**config.mk**
```make
export PLATFORM = sky130hd
export DESIGN_NAME = uart_rx_deserializer_flat
export DESIGN_NICKNAME = d
export VERILOG_FILES = /design/src/rtl/uart_rx_deserializer_if.sv /design/src/rtl/uart_rx_deserializer.sv /design/src/flat_wrapper.sv
export SDC_FILE = /design/constraint.sdc
export NUM_CORES = 1
export LEC_CHECK = 0
export CAP_MARGIN = 20
export CORE_MARGIN = 3
export CORE_UTILIZATION = 45
export DETAILED_ROUTE_END_ITERATION = 6
export GPL_ROUTABILITY_DRIVEN = 0
export PLACE_DENSITY_LB_ADDON = 0.08
export SETUP_SLACK_MARGIN = 0.3
export SYNTH_ARGS = -nofsm -noshare
export SYNTH_HDL_FRONTEND = slang
export SYNTH_SLANG_ARGS = --single-unit
```
**constraint.sdc**
```tcl
create_clock -name clk -period 2.9 [get_ports clk]
set_clock_uncertainty 0.1 [all_clocks]
set_input_delay 0.58 -clock clk [delete_from_list [all_inputs] [get_ports clk]]
set_output_delay 0.58 -clock clk [all_outputs]
set_load 0.03 [all_outputs]
```
**src/rtl/uart_rx_deserializer_if.sv**
```systemverilog
// Serial-line side of the UART byte receiver: the rx wire plus the recovered
// byte stream and its status strobes.
interface uart_rx_deserializer_if;
  logic       rx;
  logic [7:0] rx_data;
  logic       rx_data_ready;
  logic       rx_framing_error;
  logic       rx_endofpacket;
  logic       rx_idle;

  modport master (
    output rx,
    input  rx_data, rx_data_ready, rx_framing_error, rx_endofpacket, rx_idle
  );

  modport slave (
    input  rx,
    output rx_data, rx_data_ready, rx_framing_error, rx_endofpacket, rx_idle
  );
endinterface

```
**src/rtl/uart_rx_deserializer.sv**
```systemverilog
// 8N1 UART receiver: oversampled start/data/stop recovery, framing-error
// detection and idle-gap end-of-packet signalling.
module uart_rx_deserializer #(
  parameter int clk_freq   = 50_000_000,
  parameter int baud       = 115200,
  parameter int oversample = 8,
  parameter int gap_bits   = 16
) (
  input logic                  clk,
  input logic                  reset,
  uart_rx_deserializer_if.slave bus
);

  localparam int DIV     = clk_freq / (baud * oversample);
  localparam int DIV_W   = (DIV > 2) ? $clog2(DIV) : 1;
  localparam int SC_W    = $clog2(oversample);
  localparam int GAP_MAX = gap_bits * oversample;
  localparam int GAP_W   = $clog2(GAP_MAX + 1);

  if (DIV < 2) begin : g_div_check
    $error("uart_rx_deserializer: clk_freq/(baud*oversample) must be at least 2");
  end

  typedef enum logic [2:0] {S_IDLE, S_START, S_DATA, S_STOP, S_BREAK} state_t;

  state_t             state;
  logic               rx_sync_p0;
  logic               rx_sync_p1;
  logic [DIV_W-1:0]   div_cnt;
  logic               tick;
  logic [SC_W-1:0]    sc;
  logic [2:0]         bc;
  logic [7:0]         shreg;
  logic [GAP_W-1:0]   gap_cnt;
  logic               armed;
  logic [7:0]         rx_data_q;
  logic               ready_q;
  logic               ferr_q;
  logic               eop_q;
  logic               rxs;

  assign rxs  = rx_sync_p1;
  assign tick = (div_cnt == DIV_W'(DIV - 1));

  // Stage p0/p1: two-flop synchronizer on the asynchronous line, idle-high
  always_ff @(posedge clk) begin
    if (reset) begin
      rx_sync_p0 <= 1'b1;
      rx_sync_p1 <= 1'b1;
    end else begin
      rx_sync_p0 <= bus.rx;
      rx_sync_p1 <= rx_sync_p0;
    end
  end

  always_ff @(posedge clk) begin
    if (reset || tick) div_cnt <= '0;
    else               div_cnt <= div_cnt + DIV_W'(1);
  end

  // Receive FSM and gap counter advance only on oversample ticks
  always_ff @(posedge clk) begin
    if (reset) begin
      state     <= S_IDLE;
      sc        <= '0;
      bc        <= '0;
      gap_cnt   <= '0;
      armed     <= 1'b0;
      rx_data_q <= 8'h00;
      ready_q   <= 1'b0;
      ferr_q    <= 1'b0;
      eop_q     <= 1'b0;
    end else begin
      ready_q <= 1'b0;
      ferr_q  <= 1'b0;
      eop_q   <= 1'b0;
      if (tick) begin
        // Any low sample restarts the idle measurement; leaving IDLE needs a low sample too
        if (!rxs) begin
          gap_cnt <= '0;
        end else if (state == S_IDLE && gap_cnt != GAP_W'(GAP_MAX)) begin
          gap_cnt <= gap_cnt + GAP_W'(1);
          if (gap_cnt == GAP_W'(GAP_MAX - 1) && armed) begin
            eop_q <= 1'b1;
            armed <= 1'b0;
          end
        end

        unique case (state)
          S_IDLE: begin
            if (!rxs) begin
              state <= S_START;
              sc    <= '0;
            end
          end
          S_START: begin
            if (sc == SC_W'(oversample / 2 - 1)) begin
              sc <= '0;
              bc <= '0;
              state <= rxs ? S_IDLE : S_DATA;
            end else begin
              sc <= sc + SC_W'(1);
            end
          end
          S_DATA: begin
            sc <= sc + SC_W'(1);
            if (sc == SC_W'(oversample - 1)) begin
              shreg <= {rxs, shreg[7:1]};
              bc    <= bc + 3'd1;
              if (bc == 3'd7) state <= S_STOP;
            end
          end
          S_STOP: begin
            sc <= sc + SC_W'(1);
            if (sc == SC_W'(oversample - 1)) begin
              if (rxs) begin
                rx_data_q <= shreg;
                ready_q   <= 1'b1;
                armed     <= 1'b1;
                state     <= S_IDLE;
              end else begin
                ferr_q <= 1'b1;
                state  <= S_BREAK;
              end
            end
          end
          S_BREAK: begin
            if (rxs) state <= S_IDLE;
          end
          default: state <= S_IDLE;
        endcase
      end
    end
  end

  assign bus.rx_data          = rx_data_q;
  assign bus.rx_data_ready    = ready_q;
  assign bus.rx_framing_error = ferr_q;
  assign bus.rx_endofpacket   = eop_q;
  assign bus.rx_idle          = (gap_cnt == GAP_W'(GAP_MAX));

endmodule

```
**src/flat_wrapper.sv**
```systemverilog
// flat-port wrapper written by rule: the top's interface ports become plain ports
module uart_rx_deserializer_flat 
#(
  parameter int clk_freq   = 50_000_000,
  parameter int baud       = 115200,
  parameter int oversample = 8,
  parameter int gap_bits   = 16
)
  (clk, reset, bus_rx, bus_rx_data, bus_rx_data_ready, bus_rx_framing_error, bus_rx_endofpacket, bus_rx_idle);
  uart_rx_deserializer_if bus_i ();
  input logic clk;
  input logic reset;
  input wire logic [$bits(bus_i.rx)-1:0] bus_rx;
  output wire logic [$bits(bus_i.rx_data)-1:0] bus_rx_data;
  output wire logic [$bits(bus_i.rx_data_ready)-1:0] bus_rx_data_ready;
  output wire logic [$bits(bus_i.rx_framing_error)-1:0] bus_rx_framing_error;
  output wire logic [$bits(bus_i.rx_endofpacket)-1:0] bus_rx_endofpacket;
  output wire logic [$bits(bus_i.rx_idle)-1:0] bus_rx_idle;
  assign bus_i.rx = bus_rx;
  assign bus_rx_data = bus_i.rx_data;
  assign bus_rx_data_ready = bus_i.rx_data_ready;
  assign bus_rx_framing_error = bus_i.rx_framing_error;
  assign bus_rx_endofpacket = bus_i.rx_endofpacket;
  assign bus_rx_idle = bus_i.rx_idle;
  uart_rx_deserializer #(.clk_freq(clk_freq), .baud(baud), .oversample(oversample), .gap_bits(gap_bits)) u_core (.clk(clk), .reset(reset), .bus(bus_i));
endmodule
```
* Yosys cells after proc, flatten, opt, wreduce, memory -nomap -nowiden *
Index checks and enable logic that the tools add are counted.

cells by class
  add/sub/neg operators = 4
  multiply operators = 0
  divide/modulo/power cells = 0
  magnitude comparators = 0
  equal/unequal tests = 18
  shifts and indexed selects = 0
  mux-type cells = 26
  bitwise gates (word level) = 6
  reductions and logical operators = 15

operators with widths
  operator               count
  $mux W3                11
  $mux W8                2
  $pmux W3 S5            1
  $reduce_and A4 Y1      3
  $ne A2 B1 Y1 const B   5
  $eq A3 B2 Y1 const B   3
  $eq A3 B3 Y1 const B   3
  $mux W1                9
  $pmux W3 S3            1
  $add A8 B1 Y8 const B  1
  $eq A8 B7 Y1 const B   1
  $eq A8 B8 Y1 const B   1
  $ne A8 B8 Y1 const B   1
  $reduce_or A4 Y1       2
  $reduce_and A7 Y1      1
  $add A3 B1 Y3 const B  2
  $add A6 B1 Y6 const B  1
  $eq A6 B6 Y1 const B   1
  $not A1 Y1             6
  $pmux W3 S2            1
  $ne A2 B2 Y1 const B   2
  $eq A3 B1 Y1 const B   1
  $logic_not A3 Y1       1
  $reduce_and A3 Y1      1
  7 further kinds        8

storage, ports and cells
  bits in registers = 45
  bits in latches = 0
  RAM bits = 0
  ROM bits = 0
  input port bits = 3
  output and inout port bits = 12
  word-level logic and storage cells = 82
  memories kept = 0

* Logic depth before layout (Yosys ltp) *
Gate-level depths: netlist of run 1.

  depth after elaboration = 8
  mapped depth = 7
  depth with buffers taken out = 6

* Worst setup path after synthesis of run 1 *
OpenSTA, ideal clock, no wires.

  path kind = register to register
  start point = reg u_core.div_cnt[0]
  end point = reg u_core.shreg[0] (enable)
  setup time = 395 ps
  arrival time = 1967 ps
  data required time = 2405 ps
  path slack = 438 ps
  cell stages (with the launch flop) = 6
  buffers on the path = 1
  period minus slack after synthesis = 2462 ps
  path through = dfxtp_1 ha_1 and4b_1 nand2_2 clkbuf_1 nor4_1

on the way
  word-level cells in the longest chain between the ends = 2

ends and longest elaborated chain
  item                         RTL line                     RTL
  from (decl)                  uart_rx_deserializer.sv:29   logic [DIV_W-1:0] div_cnt;
  from (signal assigned)       uart_rx_deserializer.sv:58   else div_cnt <= div_cnt + DIV_W'(1);
  $eq A6 B6 Y1                 uart_rx_deserializer.sv:43   assign tick = (div_cnt == DIV_W'(DIV - 1));
  $reduce_and A4 Y1 (no line)  n/a
  to (signal assigned)         uart_rx_deserializer.sv:108  shreg <= {rxs, shreg[7:1]};
  to (decl)                    uart_rx_deserializer.sv:33   logic [7:0] shreg;

Every way passes these cells.
A chain may end at the register's enable or synchronous reset.

* Worst setup path in the final report of run 1 *
  start point = reg u_core.gap_cnt[0]
  end point = out bus_rx_idle

on the way
  word-level cells in the longest chain between the ends = 1

ends and longest elaborated chain
  item                    RTL line                     RTL
  from (decl)             uart_rx_deserializer.sv:34   logic [GAP_W-1:0] gap_cnt;
  from (signal assigned)  uart_rx_deserializer.sv:82   gap_cnt <= gap_cnt + GAP_W'(1);
  $eq A8 B8 Y1            uart_rx_deserializer.sv:140  assign bus.rx_idle = (gap_cnt == GAP_W'(GAP_MAX));
  to (decl)               flat_wrapper.sv:18           output wire logic [$bits(bus_i.rx_idle)-1:0] bus_rx_idle;

Every way passes these cells.

==> results.ini, run 1 <==
[outcome]
status=completed

[setup_path]
r2r_setup_slack_ps=670
end_kind=primary output
cp_num_buf_inv=3
cp_common_cell=inv_1
cp_slowest_stage_delay_ps=390
reg2reg_depth=6
startpoint_type=flop
crit-reg2reg-launch=u_core.sc[0]
crit_start=u_core.gap_cnt[0]
worstPathArrival_ps=1750
crit_family=buffers and inverters
crit_chain=inv_1 -> ha_1 -> nor4b_2 -> nand3_1 -> inv_1 -> dlygate4sd2_1
crit_type=flop to primary output
r2r_end=u_core.bus.rx_data[2]
critPathRequiredTime_ps=2220
slowest_stage=dlygate4sd2_1
worstPathMaxFanout=4

[sta]
rsz0062_at_grt=false
worst_hold_slack_ps=313.2
worst_slew_pin_slew_ps=865.0
setup_viol=0
max_freq_mhz=411.4
setup_tns_ps=0
relSlewSlack=0.4152
finalHoldViolCount=0
period_needed_ps=2431
drv_slew=0
timing.final.crit_share=0.8382

[yosys]
ys_ff_latch=45
yosys_warnings=0
synth_ff_type=dfxtp_1
syn_avg_cell_area_um2=9.829
syn_nets=221
synth_edf_count=8
syn_inst=208
synth.distinct_cells=44
yosysSeqAreaShare=0.4798
synth_area_um2=2044
async_flop_share=0

[flow_run]
cap_violations=0

[min_path]
hold_path.class=flop to flop
hold_start=u_core.rx_sync_p0
hold_path_depth=1
worstHoldEndpoint=u_core.rx_sync_p1

[floorplanning]
rows=23
boundaryPins=15
dieArea_um2=5388
die_y_um=73.41
start_util=0.4866
die_w_um=73.41
core_region_area_um2=4202

[clock_tree]
clockRootBuffer=clkbuf_8
clk_latency_ps=290
clockBufferDepth=2
cts_setup_buffers=0
clk_pin_slew_ps=80
cts_buffers=5
htree_num_levels=2
cts-resized-gates=2
cts_hold_buf=0
cts_num_sinks=45
cts_tree=done

[power]
total_power_mw=1.122
peakVddDrop_uv=332.2
p_leak_nw=0.8801
power_per_cell_area_nw_per_um2=481.6

[placement]
place_inst=264
portBuffers=14
dp_hpwl_um=2947

[routing]
wl_per_cell_um=15.14
drc=0
firstDrtPassIters=4
vias_per_cell=5.805
finalWirelength_um=4118
first_iter_violations=109
vias=1579
detail-route-antenna-nets=0

[grt]
antenna_found_initial=0
grt_pass1_vias=1588
grt_max_degree=22
grt_pass1_wl_um=6989
grt_use_total=0.1677
overflow=0

[cells_and_area]
area_growth_pct=13.95
nNetsFinal=234
drive_gt1_frac=0.06757
antenna_cells=0
post-route-util=0.5545
fin_cells=272

cell type report:
type,instances,area (µm²)
Tap cell,50,62.56
Multi-Input combinational cell,140,972.2
Clock buffer,6,72.57
Inverter,12,45.04
Fill cell,372,1872
Clock inverter,2,35.03
Sequential cell,45,980.9
Timing Repair Buffer,17,161.4
synth_stat cells, drive strengths merged (4+ instances only):
cell type	n	area [µm²]
nand2	8	32.54
o21ai	7	35.03
inv	12	45.04
o31ai	4	30.03
nand2b	7	43.79
clkbuf	8	31.28
nor3	11	55.05
nand4	4	25.02
nand3	10	50.05
mux2i	11	110.1
edfxtp	8	240.2
nor2	12	45.04
dfxtp	37	740.7
ha	10	125.1
a21oi	10	50.05
layout by cell type, fill, tap and decap left out, types with 3 or more instances in the layout:
cell type        Yosys  final
ha_1                10     10
nand4_1              4      4
or3_1                3      3
nor4_1               3      3
nor2_1              12     12
clkbuf_8             0      5
nand2_1              7      7
a21oi_1             10     10
nor3_1              11     11
nand2b_1             7      7
xnor2_1              3      3
or2_2                3      3
inv_1               12     12
edfxtp_1             8      8
o31ai_1              4      4
clkdlybuf4s50_1      0     13
nor2b_1              3      3
dfxtp_1             37     37
nand3_1             10     10
buf_4                0      3
mux2i_1             11     11
and3_1               3      3
o21ai_0              7      7
kinds of logic (layout without fill, tap and decap cells):
logic type	Yosys count	after routing	synth area share
and+or+nand+nor	79	79	0.2209
DFF	45	45	0.4798
AOI/OAI and AO/OA	36	36	0.1194
buffers and inverters	23	37	0.04773
muxes	11	11	0.05386
adders and majority gates	10	10	0.06120
xor gates and xnor gates	4	4	0.01714
stage by stage:
| step | cell area, µm² | setup WS [ps] |
|---|---|---|
| floorplan | 2044 | 438.0 |
| CTS | 2330 | 463.3 |
| finish | 2330 | 469.3 |
| global route | 2330 | 359.7 |
| global placement | 2217 | 501.5 |
| detailed placement | 2217 | 414.5 |
worst reg2reg max path: cells and delay by family (launching register included):
family        cells  cell delay [ps]
simple gates      3              840
fa+ha+maj         2              440
mux               1              380
flops             1              360
per-layer routing:
layer | up-vias | global-route usage | part of all wire
met3 | 11 | 0.03694 | 0.030
met4 | 0 | 0.08048 | 0.022
met5 | - | 0 | 0
met1 | 756 | 0.2039 | 0.46
met2 | 31 | 0.2800 | 0.49
li1 | 781 | - | -
flip-flops by register name, summed over array words and instances (netlist names):
register	count
u_core.sc	3
u_core.shreg	8
u_core.bus.rx_endofpacket	1
u_core.gap_cnt	8
u_core.rx_sync_p0	1
u_core.bus.rx_data_ready	1
u_core.bc	3
u_core.bus.rx_framing_error	1
u_core.armed	1
u_core.bus.rx_data	8
u_core.state	3
u_core.div_cnt	6
u_core.rx_sync_p1	1
where the power goes:
group          internal [mW]  total (mW)  switching [mW]  leakage [nW]
clock network          0.256       0.454           0.198        0.0552
registers              0.638       0.642         0.00474         0.371
logic                 0.0116      0.0263          0.0147         0.454
worst max-delay path by stage:
| stage | end | cells after the start |
|---|---|---|
| finish | bus_rx_idle | 6 |
| global route | bus_rx_idle | 6 |
| CTS | bus_rx_idle | 6 |
| detailed placement | bus_rx_idle | 6 |
| global placement | bus_rx_idle | 6 |
| floorplan | u_core.shreg[0] | 5 |
(Power assumes the default switching activity.)
==> inputs of run 2 (changes only) <==
==> constraint.sdc (replaced) <==
create_clock -name clk -period 1.95 [get_ports clk]
set_clock_uncertainty 0.1 [all_clocks]
set_input_delay 0.39 -clock clk [delete_from_list [all_inputs] [get_ports clk]]
set_output_delay 0.39 -clock clk [all_outputs]
set_load 0.03 [all_outputs]
==> results.ini, run 2 (synthesized netlist as in run 1, its figures left out) <==
[outcome]
status=completed

[clock_tree]
cts_tree=done
cts_buffers=5
clockRootBuffer=clkbuf_8
cts_hold_buf=0
clockBufferDepth=2
clk_latency_ps=290
htree_num_levels=2
cts_num_sinks=45
clk_pin_slew_ps=80

[power]
pwr-share-seq=0.598
p_leak_nw=1.151
p_switching_mw=0.3304
clkPwrFrac=0.368
p_comb_frac=0.034
power_per_cell_area_nw_per_um2=562.3
p_int_mw=1.263
switching_share=0.2073
peakVddDrop_uv=363.7

[routing]
drc=0
vias_per_cell=5.663
wl_met1_um=2122
first_iter_violations=85
firstDrtPassIters=4
finalWirelength_um=4712
wl_met3_um=157
top_layer_used=met4
wl_per_cell_um=15.40
vias=1733
wl_met2_um=2332
detail-route-antenna-nets=0

[setup_path]
crit_type=flop to primary output
critPathRequiredTime_ps=1460
cp_slowest_stage_delay_ps=330
worstPathArrival_ps=1380
end_kind=primary output
r2r_setup_slack_ps=160
r2r_end=u_core.gap_cnt[7]
worstPathMaxFanout=2
crit_chain=inv_2 -> ha_4 -> nor4b_4 -> nand3_2 -> inv_2 -> buf_6
cp_common_cell=inv_2
startpoint_type=flop
slowest_stage=dfxtp_2
reg2reg_depth=4
crit-reg2reg-launch=u_core.state[2]

[placement]
dp_hpwl_um=3060
portBuffers=14
place_area_um2=2349

[floorplanning]
dieArea_um2=5388
die_y_um=73.41
die_w_um=73.41
core_region_area_um2=4202
start_util=0.4866
boundaryPins=15
rows=23

[cells_and_area]
drive_gt1_frac=0.3359
mostFrequentLayoutCell=dfxtp_1
final_cell_mix=dfxtp_1 (28), buf_4 (27), nor2_1 (11), mux2i_1 (11), dlygate4sd2_1 (11)
finalInstanceArea_um2=2834
nNetsFinal=268
antenna_cells=0
area_growth_pct=38.62

[min_path]
hold_path.class=flop to flop
worstHoldEndpoint=u_core.rx_sync_p1
hold_start=u_core.rx_sync_p0
hold_path_depth=1

[sta]
rsz0062_at_grt=true
worst_slew_pin_slew_ps=362.0
drv_slew=0
setup_tns_ps=0
max_freq_mhz=534.9
setup_viol=0
timing.final.crit_share=0.9587
finalHoldViolCount=0
relSlewSlack=0.7569
period_needed_ps=1869

[grt]
grt_use_total=0.1771
overflow=0
grt_max_degree=15
grt_pass1_vias=1617
antenna_found_initial=0
grt_pass1_wl_um=7403

[flow_run]
cap_violations=0

run 2: cell types whose count changed in the layout (fill, tap and decap cells not counted), moves of 3 or more:
cell and delta:
inv_1 -4, dfxtp_2 +7, buf_4 +24, nand3_1 -3
buf_6 +8, inv_2 +4, ha_4 +5, dlygate4sd2_1 +10
dfxtp_1 -9, clkdlybuf4s50_1 -11, ha_1 -6
run 2: worst max path at each step:
stage / startpoint / endpoint / slack, ps / cells past startpoint
floorplan: u_core.div_cnt[0] / u_core.shreg[0] / 30 / 5
global placement: reset / u_core.shreg[2] / 130 / 3
detailed placement: u_core.div_cnt[0] / u_core.sc[2] / 40 / 5
CTS: u_core.gap_cnt[0] / bus_rx_idle / 110 / 6
global route: u_core.gap_cnt[1] / bus_rx_idle / -4 / 6
finish: u_core.gap_cnt[0] / bus_rx_idle / 80 / 6
run 2: routing by layer:
layer,up-vias,track usage
met2,38,0.2949
li1,854,-
met3,10,0.04378
met5,-,0
met1,831,0.2213
met4,0,0.06640
run 2: per-stage QoR:
stage	cells	total power, mW	hold WS [ps]	util	worst slack [ps]
finish	306	1.594	332.6	0.6745	80.60
global route	306	1.653	341.6	0.6745	-3.891
CTS	299	1.603	325.9	0.6322	109.6
detailed placement	276	1.024	307.3	0.5590	40.25
global placement	276	1.022	296.1	0.5590	126.9
floorplan	208	1.006	289.5	-	25.27
run 2: timing repair:
| action | in CTS | in global routing |
|---|---|---|
| setup endpoints to repair | 46 | 33 |
| resized for setup | 37 | 29 |
| buffers inserted | 13 | 7 |
| pin swaps | 5 | 14 |
| gates cloned | 2 | 0 |
run 2: power by group through the flow:
| stage | Clock [mW] | Sequential, mW | Combinational (mW) |
|---|---|---|---|
| final | 0.586 | 0.953 | 0.0549 |
| after global routing | 0.637 | 0.954 | 0.0619 |
| after CTS | 0.598 | 0.953 | 0.0528 |
| after detailed placement | 0 | 0.978 | 0.0456 |
| after global placement | 0 | 0.977 | 0.0448 |
| after floorplan | 0 | 0.977 | 0.0292 |
run 2: cell type report:
class	instances	area, µm²
Tap cell	50	62.56
Sequential cell	45	997.2
Multi-Input combinational cell	141	1185
Inverter	12	45.04
Fill cell	341	1368
Clock buffer	8	90.09
Timing Repair Buffer	50	454.2
run 2: worst max-delay path, delay by kind of cell, from the launching register on:
family	cells	cell delay, ps
adder cells (fa/ha/maj)	1	120
AND/OR/NAND/NOR	2	350
buffers and inverters	3	270
flip-flops	1	330
